## config.mk

```make
export PLATFORM = sky130hd
export DESIGN_NAME = tx_startup_ctrl
export DESIGN_NICKNAME = d
export VERILOG_FILES = /design/src/rtl/tx_ctrl_pkg.sv /design/src/rtl/tx_err_sched.sv /design/src/rtl/tx_startup_ctrl.sv
export SDC_FILE = /design/constraint.sdc
export NUM_CORES = 1
export LEC_CHECK = 0
export ABC_AREA = 1
export CORE_ASPECT_RATIO = 1.5
export CORE_MARGIN = 4
export CORE_UTILIZATION = 42
export CTS_CLUSTER_SIZE = 14
export DETAILED_ROUTE_END_ITERATION = 8
export GPL_ROUTABILITY_DRIVEN = 0
export SYNTH_ARGS = -nofsm -noshare
export SYNTH_HDL_FRONTEND = slang
export SYNTH_HIERARCHICAL = 1
export SYNTH_SLANG_ARGS = --single-unit
```

## constraint.sdc

```tcl
create_clock -name clk -period 4.8 [get_ports clk]
set_input_delay 0.96 -clock clk [delete_from_list [all_inputs] [get_ports clk]]
set_output_delay 0.96 -clock clk [all_outputs]
set_load 0.02 [all_outputs]
```

## src/rtl/tx_ctrl_pkg.sv

```systemverilog
// rtl/tx_ctrl_pkg.sv - shared state type and defaults for the TX startup controller
package tx_ctrl_pkg;

  localparam int TX_WAIT_CYC_DEF = 16;

  typedef enum logic [2:0] {
    IDLE     = 3'd0,
    DIV_REL  = 3'd1,
    MUX_REL  = 3'd2,
    PRBS_REL = 3'd3,
    RUN      = 3'd4
  } tx_ctrl_state_t;

endpackage

```

## src/rtl/tx_err_sched.sv

```systemverilog
// rtl/tx_err_sched.sv - periodic/requested PRBS error scheduler with saturating counter
module tx_err_sched #(
  parameter int PER_W = 16
) (
  input  logic             clk,
  input  logic             rst,
  input  logic             active,
  input  logic             err_req,
  input  logic [PER_W-1:0] err_period,
  output logic             inj_error,
  output logic [15:0]      err_cnt
);

  localparam logic [PER_W-1:0] PER_ONE = {{(PER_W-1){1'b0}}, 1'b1};

  logic [PER_W-1:0] per_cnt_q, per_cnt_d;
  logic             inj_q, inj_d;
  logic [15:0]      err_cnt_q, err_cnt_d;
  logic             per_hit;

  // Period counter compares against the live err_period so a shrinking period fires at once;
  // request and periodic events merge into a single pulse and a single count.
  always_comb begin
    per_hit   = 1'b0;
    per_cnt_d = '0;
    if (active && (err_period != '0)) begin
      per_hit   = (per_cnt_q >= (err_period - PER_ONE));
      per_cnt_d = per_hit ? '0 : (per_cnt_q + PER_ONE);
    end
    inj_d     = active && (err_req || per_hit);
    err_cnt_d = err_cnt_q;
    if (inj_d && (err_cnt_q != 16'hFFFF)) begin
      err_cnt_d = err_cnt_q + 16'd1;
    end
  end

  // Scheduler registers; the error count is cleared only by rst.
  always_ff @(posedge clk or posedge rst) begin
    if (rst) begin
      per_cnt_q <= '0;
      inj_q     <= 1'b0;
      err_cnt_q <= 16'd0;
    end else begin
      per_cnt_q <= per_cnt_d;
      inj_q     <= inj_d;
      err_cnt_q <= err_cnt_d;
    end
  end

  assign inj_error = inj_q;
  assign err_cnt   = err_cnt_q;

endmodule

```

## src/rtl/tx_startup_ctrl.sv

```systemverilog
// rtl/tx_startup_ctrl.sv - staged reset release for divider, mux pair and PRBS generators
module tx_startup_ctrl
  import tx_ctrl_pkg::*;
#(
  parameter int WAIT_CYC = TX_WAIT_CYC_DEF,
  parameter int PER_W    = 16
) (
  input  logic             clk,
  input  logic             rst,
  input  logic             start,
  input  logic             stop,
  input  logic             err_req,
  input  logic [PER_W-1:0] err_period,
  output logic             rst_div,
  output logic             rst_mux,
  output logic             rst_prbs,
  output logic             inj_error,
  output logic             ready,
  output logic [15:0]      err_cnt
);

  localparam logic [15:0] STAGE_LAST = 16'(WAIT_CYC - 1);

  tx_ctrl_state_t state_q, state_d;
  logic [15:0]    stage_q, stage_d;
  logic           rst_div_q, rst_div_d;
  logic           rst_mux_q, rst_mux_d;
  logic           rst_prbs_q, rst_prbs_d;
  logic           ready_q, ready_d;
  logic           sched_active;

  // Next state and stage timer; stop wins over everything, and the timer restarts on every entry.
  always_comb begin
    state_d = state_q;
    stage_d = stage_q + 16'd1;
    if (stop) begin
      state_d = IDLE;
      stage_d = '0;
    end else begin
      case (state_q)
        IDLE: begin
          stage_d = '0;
          if (start) state_d = DIV_REL;
        end
        DIV_REL: if (stage_q == STAGE_LAST) begin
          state_d = MUX_REL;
          stage_d = '0;
        end
        MUX_REL: if (stage_q == STAGE_LAST) begin
          state_d = PRBS_REL;
          stage_d = '0;
        end
        PRBS_REL: if (stage_q == STAGE_LAST) begin
          state_d = RUN;
          stage_d = '0;
        end
        RUN: stage_d = '0;
        default: begin
          state_d = IDLE;
          stage_d = '0;
        end
      endcase
    end
    rst_div_d    = (state_d == IDLE);
    rst_mux_d    = (state_d == IDLE) || (state_d == DIV_REL);
    rst_prbs_d   = (state_d == IDLE) || (state_d == DIV_REL) || (state_d == MUX_REL);
    ready_d      = (state_d == RUN);
    sched_active = (state_q == RUN) && (state_d == RUN);
  end

  // State register and outputs decoded from the next state, so each output moves with its state.
  always_ff @(posedge clk or posedge rst) begin
    if (rst) begin
      state_q    <= IDLE;
      stage_q    <= '0;
      rst_div_q  <= 1'b1;
      rst_mux_q  <= 1'b1;
      rst_prbs_q <= 1'b1;
      ready_q    <= 1'b0;
    end else begin
      state_q    <= state_d;
      stage_q    <= stage_d;
      rst_div_q  <= rst_div_d;
      rst_mux_q  <= rst_mux_d;
      rst_prbs_q <= rst_prbs_d;
      ready_q    <= ready_d;
    end
  end

  tx_err_sched #(.PER_W(PER_W)) u_sched (
    .clk        (clk),
    .rst        (rst),
    .active     (sched_active),
    .err_req    (err_req),
    .err_period (err_period),
    .inj_error  (inj_error),
    .err_cnt    (err_cnt)
  );

  assign rst_div  = rst_div_q;
  assign rst_mux  = rst_mux_q;
  assign rst_prbs = rst_prbs_q;
  assign ready    = ready_q;

endmodule
```

# ---- After elaboration in Yosys (flattened, before gate mapping)
# Cells that the tools add are included.
# W data, S select, Z words.
dict set report totals {
  register_bits 56
  input_bits 21
  out_inout_bits 21
  elab_cells 46
}
dict set report classes {
  n_addsub 4
  magnitude_cmp 1
  eq_ne 9
  muxes 12
  reduce_logical 11
}
# op n
set ops {}
lappend ops {{$mux W16} 5}
lappend ops {{$add A16 B1 Y16 const B} 3}
lappend ops {{$eq A16 B4 Y1 const B} 1}
lappend ops {{$ge A16 B16 Y1} 1}
lappend ops {{$ne A16 B16 Y1 const B} 1}
lappend ops {{$reduce_bool A16 Y1} 1}
lappend ops {{$sub A16 B1 Y16 const B} 1}
lappend ops {{$mux W3} 5}
lappend ops {{$pmux W3 S5} 1}
lappend ops {{$eq A3 B2 Y1 const B} 3}
lappend ops {{$eq A3 B1 Y1 const B} 2}
lappend ops {{$eq A3 B3 Y1 const B} 2}
lappend ops {{$logic_not A3 Y1} 2}
lappend ops {{$logic_and A1 B1 Y1} 4}
lappend ops {{$logic_or A1 B1 Y1} 3}
lappend ops {{$reduce_or A3 Y1} 1}
lappend ops {{$mux W1} 1}

# ---- Logic depth before layout (Yosys ltp)
# Gate-level depths: netlist (run 1).
dict set report logic_depth {
  ltp_word 11
  mapped_depth 21
  ltp_nobuf 20
}

# ---- Modules after synthesis
# The synthesis (run 1) kept the hierarchy.
# mod instances cells_per_inst area_per_inst_um2 seq_area_each_um2
set by_module_without_submodules {}
lappend by_module_without_submodules {tx_err_sched 1 339 2492.4 825.8}
lappend by_module_without_submodules {tx_startup_ctrl 1 138 1144.8 579.3}

# ---- Least setup slack after synthesis (run 1)
# Ideal clock, no wire load.
dict set report synth_path {
  path_type {input port to flip-flop}
  startpoint {in err_period[1]}
  endpoint {reg u_sched.err_cnt_q[6] (netlist: u_sched/err_cnt[6])}
  setup_time_ps 118
  arrival_ps 3002
  t_required_ps 4682
  path_slack_ps 1680
  stages 18
  path_buffers 1
  path_cell_list {nor2_1 -> nand3_1 -> nor2_1 -> nand4_1 -> nor2_1 -> nand2_1 -> xnor2_1 -> inv_1 -> ha_1 -> a21oi_1 -> o21ai_0 -> a21oi_1 -> nand2_1 -> nand2_1 -> nand2_2 -> buf_2 -> nand3_1 -> nand2_1}
}
dict set report synth_between {
  elab_chain_len 6
  word_cells_on_any_way 8
  cone_classes {add/sub (1); order compare (1); mux (1); reduce/logical (5)}
}
# item line
set synth_lines {}
lappend synth_lines {{start: declaration} tx_startup_ctrl.sv:13} ;# input logic [PER_W-1:0] err_period,
lappend synth_lines {{$sub A16 B1 Y16 / $reduce_bool A16 Y1 (equally long branches)} {tx_err_sched.sv:27, tx_err_sched.sv:26}}
lappend synth_lines {{$ge A16 B16 Y1 / $logic_and A1 B1 Y1 (equally long branches)} {tx_err_sched.sv:27, tx_err_sched.sv:26}}
lappend synth_lines {{$mux W1 *} tx_err_sched.sv:26} ;# if (active && (err_period != '0)) begin
lappend synth_lines {{$logic_or A1 B1 Y1 *} tx_err_sched.sv:30} ;# inj_d = active && (err_req || per_hit);
lappend synth_lines {{$logic_and A1 B1 Y1 *} tx_err_sched.sv:30}
lappend synth_lines {{via u_sched.inj_d} tx_err_sched.sv:17} ;# logic inj_q, inj_d;
lappend synth_lines {{$logic_and A1 B1 Y1 *} tx_err_sched.sv:32} ;# if (inj_d && (err_cnt_q != 16'hFFFF)) begin
lappend synth_lines {{end signal: assignment} tx_err_sched.sv:46} ;# err_cnt_q <= err_cnt_d;
lappend synth_lines {{end: declaration} tx_err_sched.sv:18} ;# logic [15:0] err_cnt_q, err_cnt_d;
# Mark *: on every way through the listed nets, which the timed path passes. The rest lies on a longest branch.
# A chain may end at the register's enable or synchronous reset.

# ---- Worst setup path in the final report (run 1)
dict set report layout_path {
  startpoint {in err_period[2]}
  endpoint {reg u_sched.err_cnt_q[9] (netlist: u_sched/err_cnt[9])}
}
dict set report layout_between {
  elab_chain_len 6
  word_cells_on_any_way 8
  cone_classes {add/sub (1); order compare (1); mux (1); reduce/logical (5)}
}
# item line
set layout_lines {}
lappend layout_lines {{$sub A16 B1 Y16 / $reduce_bool A16 Y1 (equally long branches)} {tx_err_sched.sv:27, tx_err_sched.sv:26}}
lappend layout_lines {{$ge A16 B16 Y1 / $logic_and A1 B1 Y1 (equally long branches)} {tx_err_sched.sv:27, tx_err_sched.sv:26}}
lappend layout_lines {{$mux W1 *} tx_err_sched.sv:26}
lappend layout_lines {{$logic_or A1 B1 Y1 *} tx_err_sched.sv:30}
lappend layout_lines {{$logic_and A1 B1 Y1 *} tx_err_sched.sv:30}
lappend layout_lines {{$logic_and A1 B1 Y1 *} tx_err_sched.sv:32}
# Every way passes the cells marked *; elsewhere a longest branch is shown, timed or not.

==> results of run 1 <==
[area by class of cell]
cell class                 instances  area (sq um)
multi-input combinational        345          1936
fill                             849          4105
clock inverter                     2         10.01
clock buffer                       6         138.9
timing repair buffer              42         417.9
sequential                        56          1405
tap                              107         133.9
inverter                          71         266.5
[cell families after synthesis]
kind of cell               share of synthesized area, %
xor gates and xnor gates                          9.632
buffers and inverters                             8.153
adders and majority gates                         6.880
AOI/OAI and AO/OA                                 4.266
DFF                                               38.63
and+or+nand+nor                                   32.44
[worst max-delay path by stage]
stage | startpoint | to | slack [ps]
after CTS | err_period[2] | u_sched/per_cnt_q[7] | 1010
final | err_period[2] | u_sched/err_cnt[9] | 950
after floorplan | err_period[1] | u_sched/err_cnt[6] | 1680
after detailed placement | err_period[2] | u_sched/err_cnt[9] | 730
after global placement | err_period[2] | u_sched/err_cnt[14] | 760
after global routing | err_period[2] | u_sched/per_cnt_q[7] | 670
[through the flow]
stage / instances / hold WS [ps] / power, mW / cell area, sq um / setup slack, ps
3_5_place_dp: 621 / 456.4 / 0.5549 / 4159 / 726.8
4_1_cts: 629 / 466.0 / 0.9293 / 4308 / 1015
3_3_place_gp: 621 / 451.9 / 0.5539 / 4159 / 762.1
2_1_floorplan: 477 / 432.2 / 0.5223 / 3637 / 1680
5_1_grt: 629 / 486.5 / 0.9554 / 4308 / 665.6
6_report: 629 / 463.1 / 0.9113 / 4308 / 952.8
[critical path: cells and delay by family]
kind                     cells  cell delay (ps)
AND/OR/NAND/NOR             13             1850
buffers and inverters        2              520
adder cells (fa/ha/maj)      1              290
AO/OA/AOI/OAI                2              270
XOR/XNOR                     1              140
[layer usage]
layer	share of wire [%]	track usage (%)	up-vias	wire length, microns
met4	2.2	6.036	0	167
met5	0	0	-	0
met1	42	18.58	1378	3219
met2	53	29.78	43	4055
met3	3.2	2.909	13	249
li1	-	-	1596	-
[synthesized netlist by cell type, types with 5 or more instances]
cell type / instances / area (sq um)
a21oi_1: 18 / 90.09
dfrtp_1: 53 / 1326
ha_1: 20 / 250.2
inv_1: 69 / 259.0
nand2_1: 105 / 394.1
nand2_2: 7 / 43.79
nand3_1: 36 / 180.2
nand4_1: 8 / 50.05
nor2_1: 62 / 232.7
nor3_1: 16 / 80.08
nor4_1: 5 / 31.28
o21ai_0: 8 / 40.04
xnor2_1: 15 / 131.4
xor2_1: 25 / 219.0
[power by group]
group	leakage [nW]	switching (mW)	internal, mW	total [mW]
Sequential	0.770	0.00117	0.474	0.475
Combinational	1.25	0.0390	0.0305	0.0696
Clock	0.0766	0.161	0.206	0.367
Total	2.10	0.201	0.710	0.911
[flip-flops by register name, indices dropped and copies added, names as in the netlist]
| name | cells |
|---|---|
| state_q | 3 |
| u_sched/per_cnt_q | 16 |
| rst_mux | 1 |
| rst_prbs | 1 |
| u_sched/err_cnt | 16 |
| stage_q | 16 |
| u_sched/inj_error | 1 |
| ready | 1 |
| rst_div | 1 |
==> results.md, run 1 <==
* Outcome: completed
* Drt total wl at a little under 8000 microns
* Unrepaired setup endpoints after global routing: false
* Cell depth of the worst hold path at 1
* Worst-path clk slew at around 70 ps
* Leakage power at 2.095 nW
* Chip Height at 122.0 microns
* Critical Path, Cell by Cell: clkdlybuf4s50_1 -> nor2_1 -> nand3_1 -> nor2_1 -> nand4_1 -> nor2_1 -> nand2_1 -> xnor2_1 -> inv_1 -> ha_1 -> nand2_1 -> o21ai_0 -> a21oi_1 -> nand2_1 -> nand2_1 -> nand2_2 -> nand2_4 -> nand2_1 -> nand2_1
* Area growth from synthesis to layout at 18.44%
* Max transition margin at 41.45%
* Netlist cell types at 32
* CTS sink cnt at 56
* Upper clock frequency limit at 259.9 MHz
* Reg2Reg Setup Slack at 2620 ps
* DIE AREA at ~10000 sq um
* CP max FO at 18
* Post-Route Skew at 3.998 ps
* Post-Route Utilization at about half
* Vias in the first global route at 3146
* HPWL Detailed at 5990 microns
* Setup CP Type: primary input to flop
* Least-Margin Pin Slew at ~900 ps
* Min-Delay Startpoint: stage_q[0]
* Die Width at about 84 microns
* Vias/cell at 4.817
* Slew Limit Fails at 0
* GRT overflow at 0
* Rows at 41
* Share of cells above drive strength 1 at 7.088%
* Post-CTS resize count at 0
* RR Startpoint: state_q[0]
* HP Class: flop to flop
* Post-route DRC at 0
* CP Launch Type: primary input
* Longest Clk Path Bufs at 2
* DRT iter0 DRCs at 102
* First-pass GRT wire length at 13780 microns
* Num CTS Buffers at 5
* R2R depth at 10
* Most common cell after layout, fill and taps aside: nand2_1
* DR WL/cell at 12.23 microns
* Async S/R FF share, synth at 100.0%
* Power density over the cells at 211.5 nW/um^2
* CP max stage delay at about 460 ps
* Final min period at between 3000 and 4000 ps
* Synth warn at 6
* Net Count, Synth at 518
* Initial Util at about 43%
* Skew-Pair Late Insertion Delay at approximately 290 ps
* H-tree Lvls at 2
* CP max-delay cell: clkdlybuf4s50_1
* Input/output buffers at between 40 and 50
* Setup_tns at 0 ps
* Tot GR Track Use at 16.18%
* Synth Instances at 477
* Largest net degree at the start of global routing at 34
* Boundary Pins at 42
* Post-CTS setup buffer count at 0
* Register area share after synthesis at about two fifths
* Hold Buf Count CTS at 0
* Worst r2r dst: u_sched/err_cnt[9]
* Hold EP: stage_q[0]
* CTS tree: done
* Via total after detailed routing at roughly 3000
* Crit path DAT at 4020 ps
* Post-synth EDFFs at 0
* Worst EP required at 4980 ps
* Inserted Diodes at 0
* Seq cells post-synth at between 50 and 60
* Nets at 562
* Hold Violations, Final at 0
* Max cap viols at 0
* Mapped Area at 3637 sq um
* Core area at 8413 sq um
* Cell mode on critical path: nand2_1
* Setup crit end kind: flop
* Initial antenna violation count at 0
* Ys flop type: dfrtp_1
* Final Setup Violations at 0
* Tcrit/Tclk final at between 80% and 90%
* Most frequent cells in the layout: nand2_1 (105), inv_1 (69), nor2_1 (62)
* Pre-Repair DR Iteration Count at 4
* Final ANT Viol Nets at 0
* VDD IR max at 0.2511 mV
* CTS root buf: clkbuf_16
* Syn avg cell area at about 7.6 sq um
No activity file was read; power rests on OpenSTA's default activity.
==> run 2: changes to the inputs <==
==> constraint.sdc (replaced) <==
create_clock -name clk -period 3.7 [get_ports clk]
set_input_delay 0.74 -clock clk [delete_from_list [all_inputs] [get_ports clk]]
set_output_delay 0.74 -clock clk [all_outputs]
set_load 0.02 [all_outputs]
==> run 2 against run 1 <==
Clock skew down 0.97 ps; hold slack better by 0.83 ps; sequential power up 30%; critical path depth unchanged; register-to-register slack worse by 930 ps; design area up 2.1%; clock-buffer cell count unchanged.
==> results.md, run 2 (synthesis results as in run 1) <==
* Worst EP required at 3880 ps (-1100 ps)
* Least-Margin Pin Slew at 856.6 ps (-20.64 ps)
* CTS tree: done
* Final WS setup at 295.2 ps (-657.6 ps)
* Vias/cell at 4.950 (+2.7%)
* Upper clock frequency limit at 293.7 MHz
* Final ANT Viol Nets at 0 (unchanged)
* DRT iter0 DRCs at 110 (+7.8%)
* Rows at 41 (unchanged)
* Placed Cells at 627 (+0.97%)
* Power, Total at 1.237 mW (+36%)
* Unrepaired setup endpoints after global routing: false
* Most common cell after layout, fill and taps aside: nand2_1
* Worst hold slack at 464.0 ps (+0.8290 ps)
* Drt total wl at 7888 microns (+2.6%)
* Die Width at 83.98 microns (unchanged)
* Final Setup Violations at 0 (unchanged)
* CTS root buf: clkbuf_16
* Met3 Use GR at 3.045% (+0.14 points)
* CP max stage delay at 450 ps (about the same)
* HP Class: flop to flop
* CP Launch Type: primary input
* Tot GR Track Use at 16.88% (+0.70 points)
* Input/output buffers at 41 (unchanged)
* H-tree Lvls at 2 (unchanged)
* R2R depth at 9 (-1)
* Final min period at 3405 ps
* HPWL Detailed at 6140 microns (+2.5%)
* Cell depth of the worst hold path at 1 (unchanged)
* Post-Route Skew at 3.026 ps (-0.9714 ps)
* Critical Path, Cell by Cell: clkdlybuf4s50_1 -> inv_1 -> ha_1 -> nand3_1 -> inv_1 -> nand4_1 -> nor3_1 -> xor2_1 -> inv_1 -> ha_1 -> nand2_1 -> o21ai_0 -> a21oi_1 -> nand2_1 -> nand2_1 -> nand2_4 -> buf_12 -> nand3_1 -> nand2_1
* Setup crit end kind: flop
* DR WL/cell at 12.42 microns (+1.6%)
* Initial antenna violation count at 0 (unchanged)
* Post-Layout Cell Count at 635 (+0.95%)
* Most frequent cells in the layout: nand2_1 (105), inv_1 (69), nor2_1 (61)
* Cell mode on critical path: nand2_1
* Tcrit/Tclk final at between 90 and 100%
* Worst-path clk slew at 70 ps (about the same)
* FILL cells at 851 (+0.24%)
* Share of cells above drive strength 1 at 8.144% (+1.1 points)
* VDD IR max at 0.2885 mV (+15%)
* Worst r2r dst: u_sched/err_cnt[12]
* Routing usage on met1 at 19.31% (+0.73 points)
* Delay-heaviest family, CP: simple AND/OR/NAND/NOR gates
* Leakage power at 2.136 nW (+2.0%)
* Largest net degree at the start of global routing at 24 (-29%)
* Met2 Resource Use GR at 30.43% (+0.65 points)
* Reg2Reg Setup Slack at 1690 ps (-930 ps)
* Skew-Pair Late Insertion Delay at 290 ps (about the same)
* Setup_tns at 0 ps (unchanged)
* Longest Clk Path Bufs at 2 (unchanged)
* Via total after detailed routing at 3143 (+3.7%)
* GRT overflow at 0 (unchanged)
* Max transition margin at 42.83% (+1.4 points)
* Vias in the first global route at 3211 (+2.1%)
* Nets at 568 (+1.1%)
* WP buf/inv at 5 (+3)
* Pre-Repair DR Iteration Count at 4 (unchanged)
* Area growth from synthesis to layout at 20.88%
* First-pass GRT wire length at 14230 microns (+3.3%)
* Core area at 8413 sq um (unchanged)
* Hold Buf Count CTS at 0 (unchanged)
* Hold EP: stage_q[0]
* DIE AREA at 10240 sq um (unchanged)
* Boundary Pins at 42 (unchanged)
* Power density over the cells at 281.2 nW/um^2 (+33%)
* Setup Slack @ Placement at -1.107 ps (-727.9 ps)
* Setup CP Type: primary input to flop
* Num CTS Buffers at 5 (unchanged)
* Most Crowded Layer GR: met2
* Post-route DRC at 0 (unchanged)
* Outcome: completed
* Initial Util at 43.23% (unchanged)
* Inserted Diodes at 0 (unchanged)
* Min-Delay Startpoint: stage_q[0]
* Max cap viols at 0 (unchanged)
* Slew Limit Fails at 0 (unchanged)
* CTS sink cnt at 56 (unchanged)
* Chip Height at 122.0 microns (unchanged)
* Hold Violations, Final at 0 (unchanged)
* CP max-delay cell: clkdlybuf4s50_1
* Post-CTS setup buffer count at 0 (unchanged)
* CP max FO at 10 (-8)
* RR Startpoint: u_sched/err_cnt[0]
* Crit path DAT at 3590 ps (-430 ps)
[run 2: report_power, final]
part | internal [mW] | switching (mW)
Clock | 0.319 | 0.209
Combinational | 0.0406 | 0.0519
Sequential | 0.615 | 0.00144
[run 2: worst max path at each step]
stage / depth (start not counted) / slack [ps] / from / to
floorplan: 18 / 800 / err_period[1] / u_sched/err_cnt[6]
global placement: 19 / 70 / err_period[0] / u_sched/err_cnt[8]
detailed placement: 19 / -1 / err_period[0] / u_sched/err_cnt[5]
CTS: 19 / 310 / err_period[0] / u_sched/err_cnt[12]
global route: 19 / 20 / err_period[0] / u_sched/err_cnt[3]
finish: 19 / 300 / err_period[0] / u_sched/err_cnt[3]
[run 2: cell type report]
| type | instances | area, sq um | share of cell area, % |
|---|---|---|---|
| Clock inverter | 2 | 35.03 | 0.7968 |
| Multi-Input combinational cell | 345 | 1952 | 44.39 |
| Tap cell | 107 | 133.9 | 3.045 |
| Inverter | 71 | 266.5 | 6.061 |
| Clock buffer | 6 | 128.9 | 2.931 |
| Sequential cell | 56 | 1405 | 31.96 |
| Timing Repair Buffer | 48 | 475.5 | 10.81 |
[run 2: repair_timing]
item / CTS / global route
gates resized for setup: 0 / 3
endpoints found under the setup margin: 0 / 16
endpoints found under the hold margin: 0 / 0
[run 2: through the flow]
stage	instance area, sq um	utilization [%]
6_report	4397	52.26
5_1_grt	4397	52.26
2_1_floorplan	3637	-
3_3_place_gp	4217	50.12
4_1_cts	4380	52.07
3_5_place_dp	4217	50.12
[run 2: per-layer routing]
layer	part of all wire, %	vias to the layer above	wire (microns)
li1	-	1608	-
met1	42	1462	3301
met2	52	55	4082
met3	3.4	18	267
met4	3.0	0	238
met5	0	-	0
==> run 3: changes to the inputs <==
--- a/config.mk
+++ b/config.mk
@@ -6,12 +6,15 @@
 export NUM_CORES = 1
 export LEC_CHECK = 0
 export ABC_AREA = 1
+export CELL_PAD_IN_SITES_DETAIL_PLACEMENT = 1
+export CELL_PAD_IN_SITES_GLOBAL_PLACEMENT = 1
 export CORE_ASPECT_RATIO = 1.5
 export CORE_MARGIN = 4
 export CORE_UTILIZATION = 42
 export CTS_CLUSTER_SIZE = 14
 export DETAILED_ROUTE_END_ITERATION = 8
 export GPL_ROUTABILITY_DRIVEN = 0
+export PLACE_DENSITY_LB_ADDON = 0.1
 export SYNTH_ARGS = -nofsm -noshare
 export SYNTH_HDL_FRONTEND = slang
 export SYNTH_HIERARCHICAL = 1
==> constraint.sdc (replaced) <==
create_clock -name clk -period 3.7 [get_ports clk]
set_input_delay 0.925 -clock clk [delete_from_list [all_inputs] [get_ports clk]]
set_output_delay 0.925 -clock clk [all_outputs]
set_load 0.02 [all_outputs]
==> run 3 against run 2 <==
Critical endpoint is now u_sched/err_cnt[12]; register-to-register slack lost 190 ps; global-route usage grew 2.8 points; clock skew grew 2.1 ps; sequential share of layout area shrank 1.0 points.
==> results.md, run 3 (synthesis results as in run 1) <==
* Share of cells above drive strength 1 at 11.67% (+3.5 points)
* Crit path DAT at 3700 ps (+110 ps)
* Input/output buffers at 41 (unchanged)
* Most common cell after layout, fill and taps aside: nand2_1
* CTS tree: done
* CP Launch Type: primary input
* Worst hold slack at 461.8 ps (-2.162 ps)
* Cell mode on critical path: nand2_1
* Final min period at 3511 ps (+106.1 ps)
* Final ANT Viol Nets at 0 (unchanged)
* Most frequent cells in the layout: nand2_1 (103), inv_1 (69), nor2_1 (59)
* Outcome: completed
* Power density over the cells at 284.2 nW/um^2 (+1.0%)
* Skew-Pair Late Insertion Delay at 300 ps (about the same)
* Initial Util at 43.23% (unchanged)
* CP max FO at 16 (+6)
* Initial antenna violation count at 0 (unchanged)
* Post-route DRC at 0 (unchanged)
* Rows at 41 (unchanged)
* VDD IR max at 0.2608 mV (-9.6%)
* Core area at 8413 sq um (unchanged)
* DR WL/cell at 14.54 microns (+17%)
* CP max stage delay at 450 ps (about the same)
* Boundary Pins at 42 (unchanged)
* WP buf/inv at 4 (-1)
* Pre-Repair DR Iteration Count at 4 (unchanged)
* Die Width at 83.98 microns (unchanged)
* CTS sink cnt at 56 (unchanged)
* Max cap viols at 0 (unchanged)
* Hold Buf Count CTS at 0 (unchanged)
* Setup CP Type: primary input to flop
* Worst-path clk slew at 70 ps (about the same)
* Leakage power at 2.221 nW (+4.0%)
* DRT iter0 DRCs at 61 (-45%)
* Vias/cell at 5.043 (+1.9%)
* Inserted Diodes at 0 (unchanged)
* Critical Path, Cell by Cell: clkdlybuf4s50_1 -> inv_1 -> ha_1 -> nand3_1 -> inv_1 -> nand4_1 -> nor3_1 -> xor2_1 -> inv_1 -> ha_1 -> nand2_2 -> nor3_2 -> nand2_1 -> nand2_1 -> nand2_2 -> nand2_4 -> nand2_8 -> nand2_1 -> nand2_1
* Setup crit end kind: flop
* HPWL Detailed at 7152 microns (+16%)
* HP Class: flop to flop
* Upper clock frequency limit at 284.8 MHz (-3.0%)
* Vias in the first global route at 3560 (+11%)
* DIE AREA at 10240 sq um (unchanged)
* Worst EP required at 3890 ps (about the same)
* Slew Limit Fails at 0 (unchanged)
* Post-Route Utilization at 53.96% (+1.7 points)
* Drt total wl at 9407 microns (+19%)
* Hold Violations, Final at 0 (unchanged)
* Chip Height at 122.0 microns (unchanged)
* Largest net degree at the start of global routing at 34 (+42%)
* Least-Margin Pin Slew at 892.7 ps (+36.06 ps)
* Tcrit/Tclk final at 94.89% (+2.9 points)
* CTS root buf: clkbuf_16
* H-tree Lvls at 2 (unchanged)
* CP max-delay cell: clkdlybuf4s50_1
* Power, Total at 1.290 mW (+4.3%)
* First-pass GRT wire length at 16420 microns (+15%)
* Num CTS Buffers at 5 (unchanged)
* GRT overflow at 0 (unchanged)
* Via total after detailed routing at 3263 (+3.8%)
* Longest Clk Path Bufs at 2 (unchanged)
* Nets at 580 (+2.1%)
* Delay-heaviest family, CP: simple AND/OR/NAND/NOR gates
* Area growth from synthesis to layout at 24.80%
* Post-Route Skew at 5.143 ps (+2.117 ps)
* Tot GR Track Use at 19.73% (+2.8 points)
* Final Setup Violations at 0 (unchanged)
* Max transition margin at 40.42% (-2.4 points)
-- run 3: cell count changes in the layout (fill, tap and decap cells not counted), moves of 2 or more --
cell / previous run / this run
buf_4: 6 / 17
clkbuf_8: 0 / 2
nand2_1: 105 / 103
nand2_2: 6 / 8
nor2_1: 61 / 59
nor2_2: 4 / 6
-- run 3: metrics by stage --
stage	cells	setup slack [ps]	cell area, sq um	setup TNS (ps)
detailed placement	637	-176.3	4292	-2293
floorplan	477	615.1	3637	0
CTS	645	87.89	4474	0
global placement	637	-92.73	4292	-1202
global route	647	-15.70	4539	-29.25
finish	647	189.2	4539	0
-- run 3: final cells by class --
type / instances / area (sq um)
clock inverters: 1 / 30.03
multi-input cells: 345 / 1976
clock buffers: 7 / 152.6
flip-flops and latches: 56 / 1405
well taps: 107 / 133.9
repair buffers: 60 / 575.6
fillers: 1073 / 3874
inverters: 71 / 266.5
-- run 3: worst register-to-register path, delay by kind of cell, from the launching register on --
family	cells	cell delay, ps
adder cells (fa/ha/maj)	1	220
AND/OR/NAND/NOR	8	1470
flip-flops	1	440
-- run 3: worst paths after layout --
kind	start	slack (ps)	end	cells after the start
worst max-delay path	err_period[0]	190	u_sched/err_cnt[12]	19
worst min-delay path	u_sched/per_cnt_q[0]	460	u_sched/per_cnt_q[0]	1
worst max register to register	u_sched/err_cnt[0]	1500	u_sched/err_cnt[12]	9
worst min register to register	u_sched/per_cnt_q[0]	460	u_sched/per_cnt_q[0]	1
max in group asynchronous	rst	2000	stage_q[12]	2
min in group asynchronous	rst	1050	u_sched/inj_error	3
-- run 3: power breakdown --
part	total (mW)	internal (mW)	switching [mW]
clock network	0.571	0.357	0.214
logic	0.102	0.0460	0.0565
registers	0.616	0.615	0.00160
-- run 3: timing repair --
action / in CTS / in global routing
setup buffers: 0 / 2
resized for setup: 0 / 14
setup endpoints to repair: 0 / 23
-- run 3: layer usage --
metal,vias up,wire length (microns),GRT usage [%]
met1,1573,3710,21.86
met2,42,5231,37.10
li1,1633,-,-
met5,-,0,0
met3,15,223,3.248
met4,0,242,8.048
